## src/rtl/fetch_queue_if.sv

```systemverilog
// fetch_queue_if -- bundle of the fetch queue's memory, redirect and decode ports.
//   master : the fetch queue side (drives mem_addr/mem_req and the out_* stream).
//   slave  : the environment side (memory, branch unit and decoder).
// Signals:
//   mem_addr/mem_req/mem_rdata      : asynchronous-read instruction memory port
//   redirect/redirect_pc            : flush and restart fetch
//   out_valid/out_ready/out_instr/out_imedi/out_pc/out_bis : decoder handshake
//   count                           : queue occupancy
interface fetch_queue_if #(
   parameter int WIDTH  = 16,
   parameter int ADDR_W = 16,
   parameter int DEPTH  = 4
);
   localparam int CW = $clog2(DEPTH + 1);

   logic [ADDR_W-1:0] mem_addr;
   logic              mem_req;
   logic [WIDTH-1:0]  mem_rdata;
   logic              redirect;
   logic [ADDR_W-1:0] redirect_pc;
   logic              out_valid;
   logic              out_ready;
   logic [WIDTH-1:0]  out_instr;
   logic [WIDTH-1:0]  out_imedi;
   logic [ADDR_W-1:0] out_pc;
   logic              out_bis;
   logic [CW-1:0]     count;

   modport master (
      output mem_addr, mem_req, out_valid, out_instr, out_imedi, out_pc, out_bis, count,
      input  mem_rdata, redirect, redirect_pc, out_ready
   );

   modport slave (
      input  mem_addr, mem_req, out_valid, out_instr, out_imedi, out_pc, out_bis, count,
      output mem_rdata, redirect, redirect_pc, out_ready
   );
endinterface

```

## src/rtl/fetch_queue.sv

```systemverilog
// fetch_queue -- instruction-fetch queue between the fetch PC and IF/ID.
// Each cycle with free space one word is read from an async-read memory into a
// DEPTH-entry FIFO of {addr, word}. The head is presented as a one-word or a
// two-word (instruction + immediate, flagged by word[EXT_BIT]) instruction over
// a valid/ready handshake. redirect flushes the queue and restarts fetch.
// Ports:
//   clk     : clock, rising edge
//   reset_n : asynchronous active-low reset
//   bus     : fetch_queue_if.master (memory port, redirect, decode stream, count)
// Optional feature: define FETCH_QUEUE_BYPASS_EN to present a single-word
// instruction straight from mem_rdata when the queue is empty.
module fetch_queue #(
   parameter int WIDTH   = 16,
   parameter int ADDR_W  = 16,
   parameter int DEPTH   = 4,
   parameter int EXT_BIT = 15
) (
   input  logic          clk,
   input  logic          reset_n,
   fetch_queue_if.master bus
);
   localparam int PW = $clog2(DEPTH);
   localparam int CW = $clog2(DEPTH + 1);

   logic [ADDR_W-1:0] fetch_pc_q, fetch_pc_d;
   logic [PW-1:0]     rd_ptr_q, rd_ptr_d;
   logic [PW-1:0]     wr_ptr_q, wr_ptr_d;
   logic [CW-1:0]     count_q, count_d;

   // entry storage carries no reset; occupancy alone says what is live
   logic [WIDTH-1:0]  word_mem [DEPTH];
   logic [ADDR_W-1:0] addr_mem [DEPTH];

   logic [PW-1:0]     rd_ptr_p1;
   logic              h0_bis;
   logic              q_valid;
   logic              mem_req;
   logic              byp_pres;
   logic              byp_take;
   logic              push;
   logic              pop;
   logic [CW-1:0]     popn;

   always_comb begin
      rd_ptr_p1 = rd_ptr_q + PW'(1);
      h0_bis    = word_mem[rd_ptr_q][EXT_BIT];
      mem_req   = (count_q < CW'(DEPTH)) && !bus.redirect;
      // a two-word head needs its immediate in the queue before it is valid
      q_valid   = !bus.redirect && (count_q != '0) && (!h0_bis || (count_q >= CW'(2)));

`ifdef FETCH_QUEUE_BYPASS_EN
      byp_pres  = (count_q == '0) && mem_req && !bus.mem_rdata[EXT_BIT];
`else
      byp_pres  = 1'b0;
`endif

      byp_take  = byp_pres && bus.out_ready;
      // a bypassed word that is consumed is not also written into the queue
      push      = mem_req && !byp_take;
      pop       = q_valid && bus.out_ready;
      popn      = '0;
      if (pop) popn = h0_bis ? CW'(2) : CW'(1);

      bus.mem_addr  = fetch_pc_q;
      bus.mem_req   = mem_req;
      bus.count     = count_q;
      bus.out_valid = 1'b0;
      bus.out_instr = '0;
      bus.out_imedi = '0;
      bus.out_pc    = '0;
      bus.out_bis   = 1'b0;
      if (q_valid) begin
         bus.out_valid = 1'b1;
         bus.out_instr = word_mem[rd_ptr_q];
         bus.out_pc    = addr_mem[rd_ptr_q];
         bus.out_bis   = h0_bis;
         if (h0_bis) bus.out_imedi = word_mem[rd_ptr_p1];
      end else if (byp_pres) begin
         bus.out_valid = 1'b1;
         bus.out_instr = bus.mem_rdata;
         bus.out_pc    = fetch_pc_q;
      end

      // pointer arithmetic wraps naturally since DEPTH is a power of two
      fetch_pc_d = mem_req ? fetch_pc_q + ADDR_W'(1) : fetch_pc_q;
      wr_ptr_d   = wr_ptr_q + PW'(push);
      rd_ptr_d   = rd_ptr_q + popn[PW-1:0];
      count_d    = count_q + CW'(push) - popn;
      if (bus.redirect) begin
         fetch_pc_d = bus.redirect_pc;
         wr_ptr_d   = '0;
         rd_ptr_d   = '0;
         count_d    = '0;
      end
   end

   always_ff @(posedge clk or negedge reset_n) begin
      if (!reset_n) begin
         fetch_pc_q <= '0;
         rd_ptr_q   <= '0;
         wr_ptr_q   <= '0;
         count_q    <= '0;
      end else begin
         fetch_pc_q <= fetch_pc_d;
         rd_ptr_q   <= rd_ptr_d;
         wr_ptr_q   <= wr_ptr_d;
         count_q    <= count_d;
      end
   end

   always_ff @(posedge clk) begin
      if (push) begin
         word_mem[wr_ptr_q] <= bus.mem_rdata;
         addr_mem[wr_ptr_q] <= fetch_pc_q;
      end
   end
endmodule

```

## src/flat_wrapper.sv

```systemverilog
// flat-port wrapper written by rule: the top's interface ports become plain ports
module fetch_queue_flat 
#(
   parameter int WIDTH   = 16,
   parameter int ADDR_W  = 16,
   parameter int DEPTH   = 4,
   parameter int EXT_BIT = 15
)
  (clk, reset_n, bus_mem_addr, bus_mem_req, bus_out_valid, bus_out_instr, bus_out_imedi, bus_out_pc, bus_out_bis, bus_count, bus_mem_rdata, bus_redirect, bus_redirect_pc, bus_out_ready);
  fetch_queue_if #(.WIDTH(WIDTH), .ADDR_W(ADDR_W), .DEPTH(DEPTH)) bus_i ();
  input  logic clk;
  input  logic reset_n;
  output wire logic [$bits(bus_i.mem_addr)-1:0] bus_mem_addr;
  output wire logic [$bits(bus_i.mem_req)-1:0] bus_mem_req;
  output wire logic [$bits(bus_i.out_valid)-1:0] bus_out_valid;
  output wire logic [$bits(bus_i.out_instr)-1:0] bus_out_instr;
  output wire logic [$bits(bus_i.out_imedi)-1:0] bus_out_imedi;
  output wire logic [$bits(bus_i.out_pc)-1:0] bus_out_pc;
  output wire logic [$bits(bus_i.out_bis)-1:0] bus_out_bis;
  output wire logic [$bits(bus_i.count)-1:0] bus_count;
  input wire logic [$bits(bus_i.mem_rdata)-1:0] bus_mem_rdata;
  input wire logic [$bits(bus_i.redirect)-1:0] bus_redirect;
  input wire logic [$bits(bus_i.redirect_pc)-1:0] bus_redirect_pc;
  input wire logic [$bits(bus_i.out_ready)-1:0] bus_out_ready;
  assign bus_mem_addr = bus_i.mem_addr;
  assign bus_mem_req = bus_i.mem_req;
  assign bus_out_valid = bus_i.out_valid;
  assign bus_out_instr = bus_i.out_instr;
  assign bus_out_imedi = bus_i.out_imedi;
  assign bus_out_pc = bus_i.out_pc;
  assign bus_out_bis = bus_i.out_bis;
  assign bus_count = bus_i.count;
  assign bus_i.mem_rdata = bus_mem_rdata;
  assign bus_i.redirect = bus_redirect;
  assign bus_i.redirect_pc = bus_redirect_pc;
  assign bus_i.out_ready = bus_out_ready;
  fetch_queue #(.WIDTH(WIDTH), .ADDR_W(ADDR_W), .DEPTH(DEPTH), .EXT_BIT(EXT_BIT)) u_core (.clk(clk), .reset_n(reset_n), .bus(bus_i));
endmodule
```

## config.mk

```make
export PLATFORM = sky130hd
export DESIGN_NAME = fetch_queue_flat
export DESIGN_NICKNAME = d
export VERILOG_FILES = /design/src/rtl/fetch_queue_if.sv /design/src/rtl/fetch_queue.sv /design/src/flat_wrapper.sv
export SDC_FILE = /design/constraint.sdc
export NUM_CORES = 1
export LEC_CHECK = 0
export ABC_AREA = 1
export BUFFER_PORTS_ARGS = -buffer_cell sky130_fd_sc_hd__buf_4
export CAP_MARGIN = 15
export CORE_ASPECT_RATIO = 1.4
export CORE_MARGIN = 10
export CORE_UTILIZATION = 52
export CTS_BUF_LIST = sky130_fd_sc_hd__clkbuf_16
export DETAILED_ROUTE_END_ITERATION = 10
export HOLD_SLACK_MARGIN = 0.08
export PLACE_DENSITY_LB_ADDON = 0.1
export SLEW_MARGIN = 20
export SYNTH_ARGS = -nofsm -noshare
export SYNTH_HDL_FRONTEND = slang
export SYNTH_SLANG_ARGS = --single-unit
```

## constraint.sdc

```tcl
create_clock -name clk -period 3.5 [get_ports clk]
set_input_delay 0.175 -clock clk [delete_from_list [all_inputs] [get_ports clk]]
set_output_delay 0.175 -clock clk [all_outputs]
set_load 0.05 [all_outputs]
```

After elaboration in Yosys (flattened, before gate mapping)
Memory sizes are Yosys's and may differ from the RTL's.
Cells that the tools add are included.

operators by class
  add/subtract/negate cells = 6
  multiply operators = 0
  divide/modulo/power cells = 0
  $lt $le $gt $ge = 2
  equal/unequal tests = 0
  shift-type cells = 0
  muxes and demuxes = 15
  bitwise logic cells = 0
  reduce and logical (&&, ||, !) cells = 9

operators with widths
  operator                                                                number
  16-bit two-way mux                                                      6
  16-bit by 1-bit adder with 16-bit output (second input constant)        1
  2-bit two-way mux                                                       4
  1-bit logical AND                                                       4
  1-bit two-way mux                                                       4
  3-bit by 1-bit adder with 3-bit output                                  1
  3-bit by 2-bit >= comparator with 1-bit output (second input constant)  1
  3-bit less-than comparator (second input constant)                      1
  3-bit two-way mux                                                       1
  3-bit nonzero test                                                      1
  3-bit subtractor                                                        1
  2-bit by 1-bit adder with 2-bit output                                  1
  2-bit by 1-bit adder with 2-bit output (second input constant)          1
  2-bit adder                                                             1
  1-bit logical NOT                                                       2
  2-bit nonzero test                                                      1
  1-bit logical OR                                                        1

storage, ports and cells
  bits in registers = 23
  latch bits = 0
  memory bits (writable) = 128
  ROM bits = 0
  word-level logic and storage cells = 38
  memories kept = 2

memories
  memory           depth  width  rd ports  clocked after memory_dff  wr ports  line               RTL
  u_core.addr_mem  4      16     1         0                         1         fetch_queue.sv:32  logic [ADDR_W-1:0] addr_mem [DEPTH];
  u_core.word_mem  4      16     2         0                         1         fetch_queue.sv:31  logic [WIDTH-1:0] word_mem [DEPTH];

Logic depth before layout (Yosys ltp)
Gate-level depths: netlist (run 1).
An unclocked memory read counts as a cell.

  word-level depth = 8
  mapped depth = 14
  depth with buffers taken out = 12

Worst setup path after synthesis (run 1)
Ideal clock, no wire load.

  path kind = reg-to-reg
  from = reg u_core.count_q[2], in the netlist u_core.bus.count[2]
  to = mem u_core.addr_mem[0][0], enable pin
  library setup time = 0.461 ns
  arrival time = 3.231 ns
  data required time = 3.039 ns
  path slack = -0.192 ns
  cell stages (with the launch flop) = 4
  cell sequence = dfrtp_1 > nor2_1 > inv_2 > nor3_1

on the way
  word-level cells in the longest chain between the ends = 4

ends and longest elaborated chain
  item                                     line                RTL
  start: declaration                       fetch_queue.sv:28   logic [CW-1:0] count_q, count_d;
  start signal: assignment                 fetch_queue.sv:107  count_q <= count_d;
  3-bit less-than comparator               fetch_queue.sv:47   mem_req = (count_q < CW'(DEPTH)) && !bus.redirect;
  1-bit logical AND                        fetch_queue.sv:47
  1-bit two-way mux                        fetch_queue.sv:112  if (push) begin
  1-bit two-way mux (implied by the code)  fetch_queue.sv:114  addr_mem[wr_ptr_q] <= fetch_pc_q;
  end: declaration                         fetch_queue.sv:32

No other way between the ends.

Final worst setup path (run 1)
  from = reg u_core.rd_ptr_q[0]
  to = out bus_out_imedi[8]

on the way
  word-level cells in the longest chain between the ends = 5

ends and longest elaborated chain
  item                      line                RTL
  start: declaration        fetch_queue.sv:26   logic [PW-1:0] rd_ptr_q, rd_ptr_d;
  start signal: assignment  fetch_queue.sv:105  rd_ptr_q <= rd_ptr_d;
  memory 4 x 16 bit (*)     n/a
  1-bit logical NOT         fetch_queue.sv:49   q_valid = !bus.redirect && (count_q != '0) && (!h0_bis || (count_q >= CW'(2)));
  1-bit logical OR          fetch_queue.sv:49
  1-bit logical AND         fetch_queue.sv:49
  16-bit two-way mux (*)    fetch_queue.sv:72   if (q_valid) begin
  end: declaration          flat_wrapper.sv:17  output wire logic [$bits(bus_i.out_imedi)-1:0] bus_out_imedi;

Every way passes the cells marked *; elsewhere a longest branch is shown, timed or not.

==> results.md, run 1 <==
- Cell area after synthesis: 7100 sq um
- Power Density: 686 nW/um^2
- Total grt overflow: 0
- Synth-to-layout area growth: 26.0%
- Outcome: complete, no violations
- Leak: between 3 and 4 nW
- Fin Clk Skew: 0.00925 ns
- CTS Sinks: between 150 and 200
- Final routed DRC violation total: 0
- EDFF count, synth: 128
- Dominant cells by area after synthesis: edfxtp_1, dfrtp_1, nand2_1, nor2_1, o21ai_0
- Post-synth top cells: nand2_1, edfxtp_1, nor2_1
- R2r endpoint: u_core.bus.count[2]$_DFF_PN0_
- Final non-filler cell area: 8950 sq um
- Final period util: 82.7%
- CTS H-tree depth: 4
- Avg Cell Area, Syn: between 10 and 15 sq um
- Input/output buffers: 105
- CP Capture Type: primary output
- Dpl hpwl: 11,900 um
- Reg2Reg Setup Slack: about 1.1 ns
- Startpoint Class: flop
- Post-synth top flop: edfxtp_1
- Comb pwr share: 32.2%
- Full die area: 18,800 sq um
- Iter 0 DRT Violations: 403
- Initial antenna violation count: 0
- Reg2Reg Depth: 8
- Clock power frac: 28.3%
- Final hold slack: 0.125 ns
- Sequential area share after synthesis: approximately 62%
- Share of cells above drive strength 1: 23.4%
- CTS Buf Count: 17
- Post-synth top area share: 54.1%
- Max Cap Viol: 0
- Unrepaired setup endpoints after global routing: false
- Die Span X: 119 um
- Largest net degree at the start of global routing: 75
- # nets final: 880
- Worst vdd ir: 0.000403 V
- Switching pwr: 2.36 mW
- CTS resizes: 0
- Fin. max-slew vios: 0
- Start of the worst register-to-register path: u_core.rd_ptr_q[1]$_DFF_PN0_
- Root buf cell: clkbuf_16
- Vias per cell: 5.35
- Hold wc startpoint: bus_redirect
- Placed inst area: 8050 sq um
- Die Y: 158 um
- Hold Crit Endpoint: u_core.bus.count[0]$_DFF_PN0_
- Yosys warning count: 0
- GP Congestion: around 0.87
- Final ANT Viol Nets: 0
- Initial Util: 53.0%
- Worst min-delay path class: input pin to flop
- Tmin final: 2.89 ns
- Sw Share: 38.5%
- Num ports: 106
- Final hold viol count: 0
- Floorplan row count: 50
- Yosys top cell by area: edfxtp_1
- Worst-Skew Late Latency: approximately 0.42 ns
- Total track usage: a little under a fifth
- Clock-pin slew on the worst setup and hold paths: 0.06 ns
- Slew @ Worst Pin: 0.947 ns
- Core box area: 13,400 sq um
- Worst EP arrival: 2.72 ns
- Drt total wl: 17,800 um
- Fill count: approximately 1,000
- Maximum clock insertion buffer count: 2
- Worst-path fanout max: 37
- Routed len/inst: around 17 um
- TritonRoute pass-1 iters: 5
- Cell count after synthesis: roughly 700
- Final Setup Violations: 0
- Data required, critical path: roughly 3.3 ns
- First-pass GRT wire length: 28,300 um
- Number of antenna repair diodes: 0
- Vias: between 5,000 and 6,000
- Netlist cell types: 34
- Hold path depth: 2
- Number of global-route vias before repair: between 5,000 and 6,000
- Post-Syn Nets: between 700 and 800
- Count leader, synth: nand2_1
- Sequential fraction of design power: 39.5%
- Worst slew margin: 36.8%
- Worst setup path class: flop to primary output
- Async set-or-reset flop fraction in the synthesized netlist: 15.2%
- Fmax: about 0.35 GHz
- Internal Pwr Total: 3.78 mW
- CTS tree: built
- Yosys reg bits: 151
==> layout make-up <==
| cell class | count | area [sq um] | share of cell area, % |
|---|---|---|---|
| Clock buffer | 17 | 425 | 4.75 |
| Clock inverter | 15 | 145 | 1.62 |
| Inverter | 49 | 186 | 2.08 |
| Multi-Input combinational cell | 467 | 2320 | 25.9 |
| Sequential cell | 151 | 4420 | 49.4 |
| Tap cell | 182 | 228 | 2.54 |
| Timing Repair Buffer | 152 | 1220 | 13.7 |
==> critical path: stages (launching register included) <==
cell and delay, ns:
dfrtp_2 0.58, buf_4 0.46, nor2_2 0.06, buf_4 0.22, inv_1 0.42, nand2_1 0.11, a31oi_1 0.20, buf_4 0.24
==> routing by layer <==
layer  global-route usage (%)  wire length (um)
met5                        0                 0
met3                     4.08              1120
met2                     33.5              9130
met1                     21.9              7230
met4                     8.05               313
==> worst max path at each step <==
stage                                   from                         endpoint  slack (ns)  cells past startpoint
2_1_floorplan  u_core.bus.count[2]$_DFF_PN0_  u_core.addr_mem[0][0]$_DFFE_PP_       -0.19                      3
3_3_place_gp    u_core.rd_ptr_q[1]$_DFF_PN0_                   bus_out_pc[15]        1.08                      8
3_5_place_dp    u_core.rd_ptr_q[1]$_DFF_PN0_                   bus_out_pc[15]        1.03                      8
4_1_cts         u_core.rd_ptr_q[1]$_DFF_PN0_                   bus_out_pc[15]        0.58                      8
5_1_grt         u_core.rd_ptr_q[0]$_DFF_PN0_                 bus_out_imedi[7]        0.44                      7
6_report        u_core.rd_ptr_q[0]$_DFF_PN0_                 bus_out_imedi[8]        0.61                      7
==> cells by family (layout without fill, tap and decap cells) <==
| family | after synthesis | after routing | synth area share, % |
|---|---|---|---|
| buf+inv | 86 | 233 | 5.37 |
| xor+xnor | 7 | 7 | 0.863 |
| compound gates | 159 | 159 | 13.4 |
| simple gates | 295 | 295 | 17.0 |
| fa+ha+maj | 6 | 6 | 1.16 |
| flops | 151 | 151 | 62.2 |
==> stage by stage <==
stage                     utilization [%]  total power, mW  setup TNS [ns]  setup WS (ns)  cells
after global routing                 66.9             6.43               0          0.439   1033
after detailed placement             60.1             4.42               0           1.03    968
after global placement               60.1             4.38               0           1.08    968
after floorplan                         -             3.82          -24.61         -0.192    704
final                                66.9             6.14               0          0.605   1033
after CTS                            66.9             6.18               0          0.578   1033
==> layout by cell type, fill, tap and decap left out, types with 2 or more instances in the layout <==
cell type      Yosys  layout
a31oi_1           12      12
nand4_1            5       5
nand3_4            2       2
nand3_1           18      18
nor3_2             0       4
o211ai_1           4       4
xnor2_1            5       5
a21oi_2           30      30
dfrtp_2            0       2
dlygate4sd3_1      0      33
edfxtp_1         128     128
a22oi_1            4       4
nor2_1           128     128
a21oi_1           22      22
clkbuf_16          0      17
ha_1               5       5
dfrtp_1           23      21
o21ai_0           82      82
clkinvlp_4         0       5
o21ai_1            2       2
inv_6              0       4
xor2_1             2       2
nand2_4            2       2
inv_1             45      45
nand2_1          132     132
nand2_2            2       2
clkinv_4           0       3
buf_4              2     119
inv_2              3       3
==> flip-flops by register name, summed over array words and instances (netlist names) <==
| name | flops |
|---|---|
| u_core.addr_mem | 64 |
| u_core.word_mem | 64 |
| u_core.bus.mem_addr | 16 |
| u_core.bus.count | 3 |
| u_core.rd_ptr_q | 2 |
| u_core.wr_ptr_q | 2 |
==> power groups by stage <==
stage,Combinational (mW),Sequential (mW),Clock [mW]
floorplan,1.26,2.57,0
global placement,1.94,2.45,0
detailed placement,1.96,2.46,0
CTS,2.00,2.42,1.76
global route,2.14,2.45,1.84
finish,1.98,2.43,1.74
==> timing repair <==
action,in CTS,in global routing
hold buffers,33,0
hold endpoints to repair,103,0
buffers inserted,0,0
Power figures use the tool's default switching activity.
==> run 2, diff against run 1 <==
--- a/config.mk
+++ b/config.mk
@@ -10,7 +10,7 @@
 export CAP_MARGIN = 15
 export CORE_ASPECT_RATIO = 1.4
 export CORE_MARGIN = 10
-export CORE_UTILIZATION = 52
+export CORE_UTILIZATION = 57
 export CTS_BUF_LIST = sky130_fd_sc_hd__clkbuf_16
 export DETAILED_ROUTE_END_ITERATION = 10
 export HOLD_SLACK_MARGIN = 0.08
==> constraint.sdc (replaced) <==
create_clock -name clk -period 2.7 [get_ports clk]
set_input_delay 0.135 -clock clk [delete_from_list [all_inputs] [get_ports clk]]
set_output_delay 0.135 -clock clk [all_outputs]
set_load 0.05 [all_outputs]
==> run 2 against run 1 <==
Against the previous run:
- global-route usage is 2.3 points higher
- critical endpoint is now bus_out_imedi[15]
- register-to-register slack got worse by 0.78 ns
- core utilization is 6.3 points higher
- routed wire length rose by 2.9%
- clock skew rose by 0.0015 ns
- via count is 2.8% higher
- largest power group unchanged
==> results.md, run 2 (synthesis gave the netlist of run 1 again) <==
- Outcome: complete, no violations
- CP endpoint: bus_out_imedi[15]
- FF/Latch Area: 4420 sq um
- Final Setup Violations: 0
- Slew @ Worst Pin: 0.611 ns
- Max Cap Viol: 0
- Clock-pin slew on the worst setup and hold paths: 0.06 ns
- Layout Utilization: 73.2%
- Final hold slack: 0.159 ns
- Root buf cell: clkbuf_16
- Unrepaired setup endpoints after global routing: false
- Floorplan row count: 48
- Num ports: ~110
- Final cell count without fillers: roughly 1,000
- Fin. max-slew vios: 0
- Tmin final: 2.54 ns
- Vias: 5,684
- Worst slew margin: 59.2%
- Drt total wl: 18,300 um
- Number of global-route vias before repair: roughly 5,900
- Synth-to-layout area growth: 26.2%
- R2r endpoint: u_core.bus.count[2]$_DFF_PN0_
- Multi-input gate area: 2350 sq um
- Full die area: 17,400 sq um
- CTS H-tree depth: 4
- Commonest non-fill, non-tap cell in the layout: nand2_1
- Worst path max stage delay: approximately 0.53 ns
- Share of cells above drive strength 1: 22.9%
- CP startpoint: u_core.rd_ptr_q[0]$_DFF_PN0_
- CTS Buf Count: 17
- Worst-path fanout max: 16
- Final routed DRC violation total: 0
- Iter 0 DRT Violations: roughly 500
- Core box area: 12,300 sq um
- Vias per cell: between 5 and 6
- Input/output buffers: 105
- CTS Sinks: 151
- Final period util: between 90% and 100%
- Maximum clock insertion buffer count: 2
- Final WS setup: 0.162 ns
- # nets final: 879
- Placed cells: 934
- Leak: 3.62 nW
- Total track usage: 21.3%
- Reg2Reg Setup Slack: 0.33 ns
- Fill count: 857
- Dpl ws: 0.432 ns
- Data required, critical path: 2.57 ns
- Reg2Reg Depth: 8
- Routed len/inst: roughly 18 um
- Critical Path Slowest Stage Cell: dfrtp_2
- CTS tree: built
- Startpoint Class: flop
- Fin Clk Skew: 0.0107 ns
- CP Capture Type: primary output
- Power Density: 891 nW/um^2
- Initial Util: 58.0%
- Start of the worst register-to-register path: u_core.bus.count[2]$_DFF_PN0_
- First-pass GRT wire length: approximately 30,000 um
- Final hold viol count: 0
- Worst-Skew Late Latency: 0.42 ns
- Crit-path cells: buf_4 -> nand2_1 -> inv_1 -> nand2_1 -> a31oi_1 -> buf_4
- Total grt overflow: 0
- Dpl hpwl: approximately 11,000 um
- Die Span X: around 110 um
- Worst EP arrival: 2.40 ns
- Final ANT Viol Nets: 0
- Worst vdd ir: 0.000620 V
- Die Y: 152 um
- Number of antenna repair diodes: 0
- Worst min-delay path class: input pin to asynchronous set/reset pin
- GP Congestion: 0.851
- Commonest cells after routing, fill and taps aside: nand2_1, nor2_1, edfxtp_1
- Fmax: 0.394 GHz
- Initial antenna violation count: 0
- Largest net degree at the start of global routing: 94
- TritonRoute pass-1 iters: 7
- Worst setup path class: flop to primary output
- Setup repair bufs after CTS: 0
-- run 2: changes by cell type in the layout (fill, tap and decap cells not counted), sizes merged --
| cell | change |
|---|---|
| clkbuf | +2 |
| clkinvlp | -5 |
| dlygate4sd3 | +1 |
| clkinv | +3 |
| bufinv | -1 |
| inv | +1 |
| buf | -2 |
-- run 2: worst max-delay path, delay by kind of cell, from the launching register on --
family	cells	cell delay [ns]
flip-flops	1	0.53
buffers and inverters	3	1.00
AND/OR/NAND/NOR	2	0.18
AO/OA/AOI/OAI	1	0.27
-- run 2: cell type report --
| type | count | area share, % |
|---|---|---|
| Sequential cell | 151 | 49.3 |
| Multi-Input combinational cell | 467 | 26.2 |
| Timing Repair Buffer | 151 | 13.9 |
| Clock buffer | 19 | 5.30 |
| Inverter | 49 | 2.11 |
| Tap cell | 150 | 2.09 |
| Clock inverter | 13 | 1.01 |
-- run 2: how the worst min path moves through the flow --
stage	cells after the start	end	from	slack [ns]
after detailed placement	1	u_core.bus.mem_addr[13]$_DFFE_PN0P_	reset_n	0.05
after global placement	1	u_core.bus.mem_addr[13]$_DFFE_PN0P_	reset_n	0.05
after global routing	2	u_core.bus.mem_addr[13]$_DFFE_PN0P_	reset_n	0.17
after CTS	2	u_core.bus.mem_addr[13]$_DFFE_PN0P_	reset_n	0.15
final	2	u_core.bus.mem_addr[13]$_DFFE_PN0P_	reset_n	0.16
after floorplan	0	u_core.bus.count[0]$_DFF_PN0_	reset_n	-0.16
-- run 2: metrics by stage --
step | cell area [sq um] | setup TNS (ns) | power [mW]
final | 8960 | 0 | 7.99
after global routing | 8960 | 0 | 8.37
after CTS | 8950 | 0 | 8.01
after detailed placement | 8040 | 0 | 5.77
after global placement | 8040 | 0 | 5.70
after floorplan | 7120 | -3.27 | 4.96
-- run 2: power breakdown --
group	leakage, nW	switching, mW	internal (mW)	total [mW]
logic	1.87	1.90	0.746	2.65
clock network	0.288	0.925	1.29	2.21
registers	1.46	0.245	2.88	3.13
total	3.62	3.07	4.91	7.99
-- run 2: routing by layer --
layer / track usage, % / routed length, um / vias to the layer above
met5: 0 / 0 / -
met4: 8.80 / 475 / 0
met3: 6.46 / 1360 / 41
met2: 36.4 / 9560 / 246
met1: 23.9 / 6920 / 2723
li1: - / - / 2674
-- run 2: repair_timing --
item	CTS	global route
setup endpoints to repair	0	46
hold buffers	34	0
resized for setup	0	4
hold endpoints to repair	108	0
==> run 3, diff against run 2 <==
==> constraint.sdc (replaced) <==
create_clock -name clk -period 2.6 [get_ports clk]
set_input_delay 0.13 -clock clk [delete_from_list [all_inputs] [get_ports clk]]
set_output_delay 0.13 -clock clk [all_outputs]
set_load 0.05 [all_outputs]
==> run 3 against run 2 <==
Against the previous run:
- cell count up 0.10%
- worst setup slack better by 0.018 ns
- flip-flop and latch count is the same
- clock power grew 4%
- die area stayed put
- combinational power grew 3%
- global-route usage fell by 0.79 points
- register-to-register slack worse by 0.03 ns
- sequential power up 4%
- hold slack worse by 0.0086 ns
- critical endpoint is now bus_out_imedi[13]
- largest cell class unchanged
- largest power group unchanged
- highest routed layer unchanged
==> results.md, run 3 (synthesis gave the netlist of run 1 again) <==
- Final Setup Violations: 0
- Iter 0 DRT Violations: approximately 450
- CTS tree: built
- Delay-heaviest family, CP: buffers and inverters
- Final hold slack: 0.151 ns
- TritonRoute pass-1 iters: 5
- CP Capture Type: primary output
- Startpoint Class: flop
- Full die area: 17,400 sq um
- Crit-path cells: inv_4 -> buf_6 -> nand2_1 -> o21ai_0 -> nand2_1 -> a21oi_1 -> buf_4
- Unrepaired setup endpoints after global routing: false
- Dpl ws: 0.403 ns
- Die Span X: 114 um
- Leak: between 3 and 4 nW
- Share of cells above drive strength 1: 22.9%
- Commonest non-fill, non-tap cell in the layout: nand2_1
- CTS Sinks: 151
- R2r endpoint: u_core.bus.count[2]$_DFF_PN0_
- Worst path max stage delay: 0.50 ns
- Fin Clk Skew: between 0.01 and 0.015 ns
- Fmax: just over 0.4 GHz
- Commonest cells after routing, fill and taps aside: nand2_1, nor2_1, edfxtp_1
- Clock-pin slew on the worst setup and hold paths: 0.06 ns
- Most used cell, CP: nand2_1
- Maximum clock insertion buffer count: 2
- Largest net degree at the start of global routing: 94
- CTS Buf Count: 17
- # nets final: 880
- Final ANT Viol Nets: 0
- Root buf cell: clkbuf_16
- First-pass GRT wire length: 28,600 um
- GP Congestion: 0.868
- Worst min-delay path class: input pin to asynchronous set/reset pin
- CTS H-tree depth: 4
- Worst EP arrival: about 2.3 ns
- Power Total: 8.27 mW
- Final WS setup: 0.179 ns
- Slew @ Worst Pin: 0.596 ns
- Total grt overflow: 0
- Worst slew margin: 60.3%
- Worst setup path class: flop to primary output
- Outcome: complete, no violations
- Final period util: 93.1%
- Tmin final: approximately 2.4 ns
- Layout Utilization: 73.2%
- Final routed DRC violation total: 0
- Reg2Reg Depth: 8
- Core box area: about 12,000 sq um
- Vias per cell: 5.56
- Dpl hpwl: 11,200 um
- Critical Path Slowest Stage Cell: dfrtp_2
- Drt total wl: around 18,000 um
- Power Density: between 900 and 1000 nW/um^2
- Initial antenna violation count: 0
- Setup TNS: 0 ns
- Total track usage: 20.5%
- Worst-path fanout max: 93
- Reg2Reg Setup Slack: ~0.30 ns
- Num ports: 106
- FF/Latch Area: 4420 sq um
- Multi-input gate area: between 2000 and 2500 sq um
- Worst vdd ir: 0.000605 V
- Start of the worst register-to-register path: u_core.bus.count[2]$_DFF_PN0_
- Buffers & Inverters on Critical Path: 3
- Vias: 5,561
- Number of global-route vias before repair: 5,709
- Max Cap Viol: 0
- Fin. max-slew vios: 0
- Data required, critical path: 2.47 ns
- Fill count: 852
- Initial Util: 58.0%
- Synth-to-layout area growth: 26.3%
- Input/output buffers: roughly 110
- Worst-Skew Late Latency: 0.41 ns
- Die Y: 152 um
- Number of antenna repair diodes: 0
- Floorplan row count: 48
- Final hold viol count: 0
- Routed len/inst: around 18 um
[run 3: changes by cell type in the layout (fill, tap and decap cells not counted)]
cell | previous run | this run
clkinvlp_4 | 0 | 3
inv_6 | 4 | 1
buf_12 | 2 | 0
buf_4 | 114 | 116
clkbuf_16 | 19 | 20
clkinv_1 | 1 | 2
clkinv_2 | 3 | 2
dlygate4sd3_1 | 34 | 35
inv_1 | 46 | 45
[run 3: cell type report]
cell class                 count  area share (%)
sequential                   151            49.3
multi-input combinational    467            26.2
timing repair buffer         152            13.7
clock buffer                  20            5.58
inverter                      49            2.19
tap                          150            2.09
clock inverter                12           0.823
[run 3: how the worst max path moves through the flow]
stage	from	end	cells after the start
floorplan	u_core.bus.count[2]$_DFF_PN0_	u_core.addr_mem[0][0]$_DFFE_PP_	3
global placement	u_core.bus.count[2]$_DFF_PN0_	u_core.bus.count[2]$_DFF_PN0_	8
detailed placement	u_core.bus.count[2]$_DFF_PN0_	u_core.bus.count[2]$_DFF_PN0_	8
CTS	u_core.rd_ptr_q[0]$_DFF_PN0_	bus_out_pc[5]	8
global route	u_core.rd_ptr_q[0]$_DFF_PN0_	bus_out_imedi[2]	7
finish	u_core.rd_ptr_q[0]$_DFF_PN0_	bus_out_imedi[13]	7
[run 3: report_power, final]
| part | switching, mW | internal [mW] | total [mW] |
|---|---|---|---|
| clock network | 0.921 | 1.38 | 2.30 |
| logic | 1.96 | 0.770 | 2.73 |
| registers | 0.248 | 2.99 | 3.24 |
| total | 3.13 | 5.14 | 8.27 |
[run 3: repair_timing]
action | in CTS | in global routing
endpoints found under the hold margin | 109 | 0
gates resized for setup | 1 | 5
buffers inserted | 0 | 0
hold buffers | 35 | 0
endpoints found under the setup margin | 2 | 36
[run 3: worst register-to-register path, delay by kind of cell, from the launching register on]
kind	cells	cell delay (ns)
adder cells (fa/ha/maj)	2	0.76
AND/OR/NAND/NOR	4	0.72
flip-flops	1	0.48
XOR/XNOR	1	0.17
buffers and inverters	1	0.05
[run 3: per-layer routing]
| layer | vias up | wire, um | global-route usage (%) |
|---|---|---|---|
| li1 | 2672 | - | - |
| met1 | 2691 | 6970 | 22.9 |
| met2 | 184 | 9490 | 36.0 |
| met3 | 14 | 1180 | 6.34 |
| met4 | 0 | 176 | 6.64 |
| met5 | - | 0 | 0 |
[run 3: through the flow]
step | cells | area [sq um]
CTS | 1001 | 8950
detailed placement | 934 | 8020
finish | 1001 | 8960
floorplan | 704 | 7120
global placement | 934 | 8020
global route | 1001 | 8960
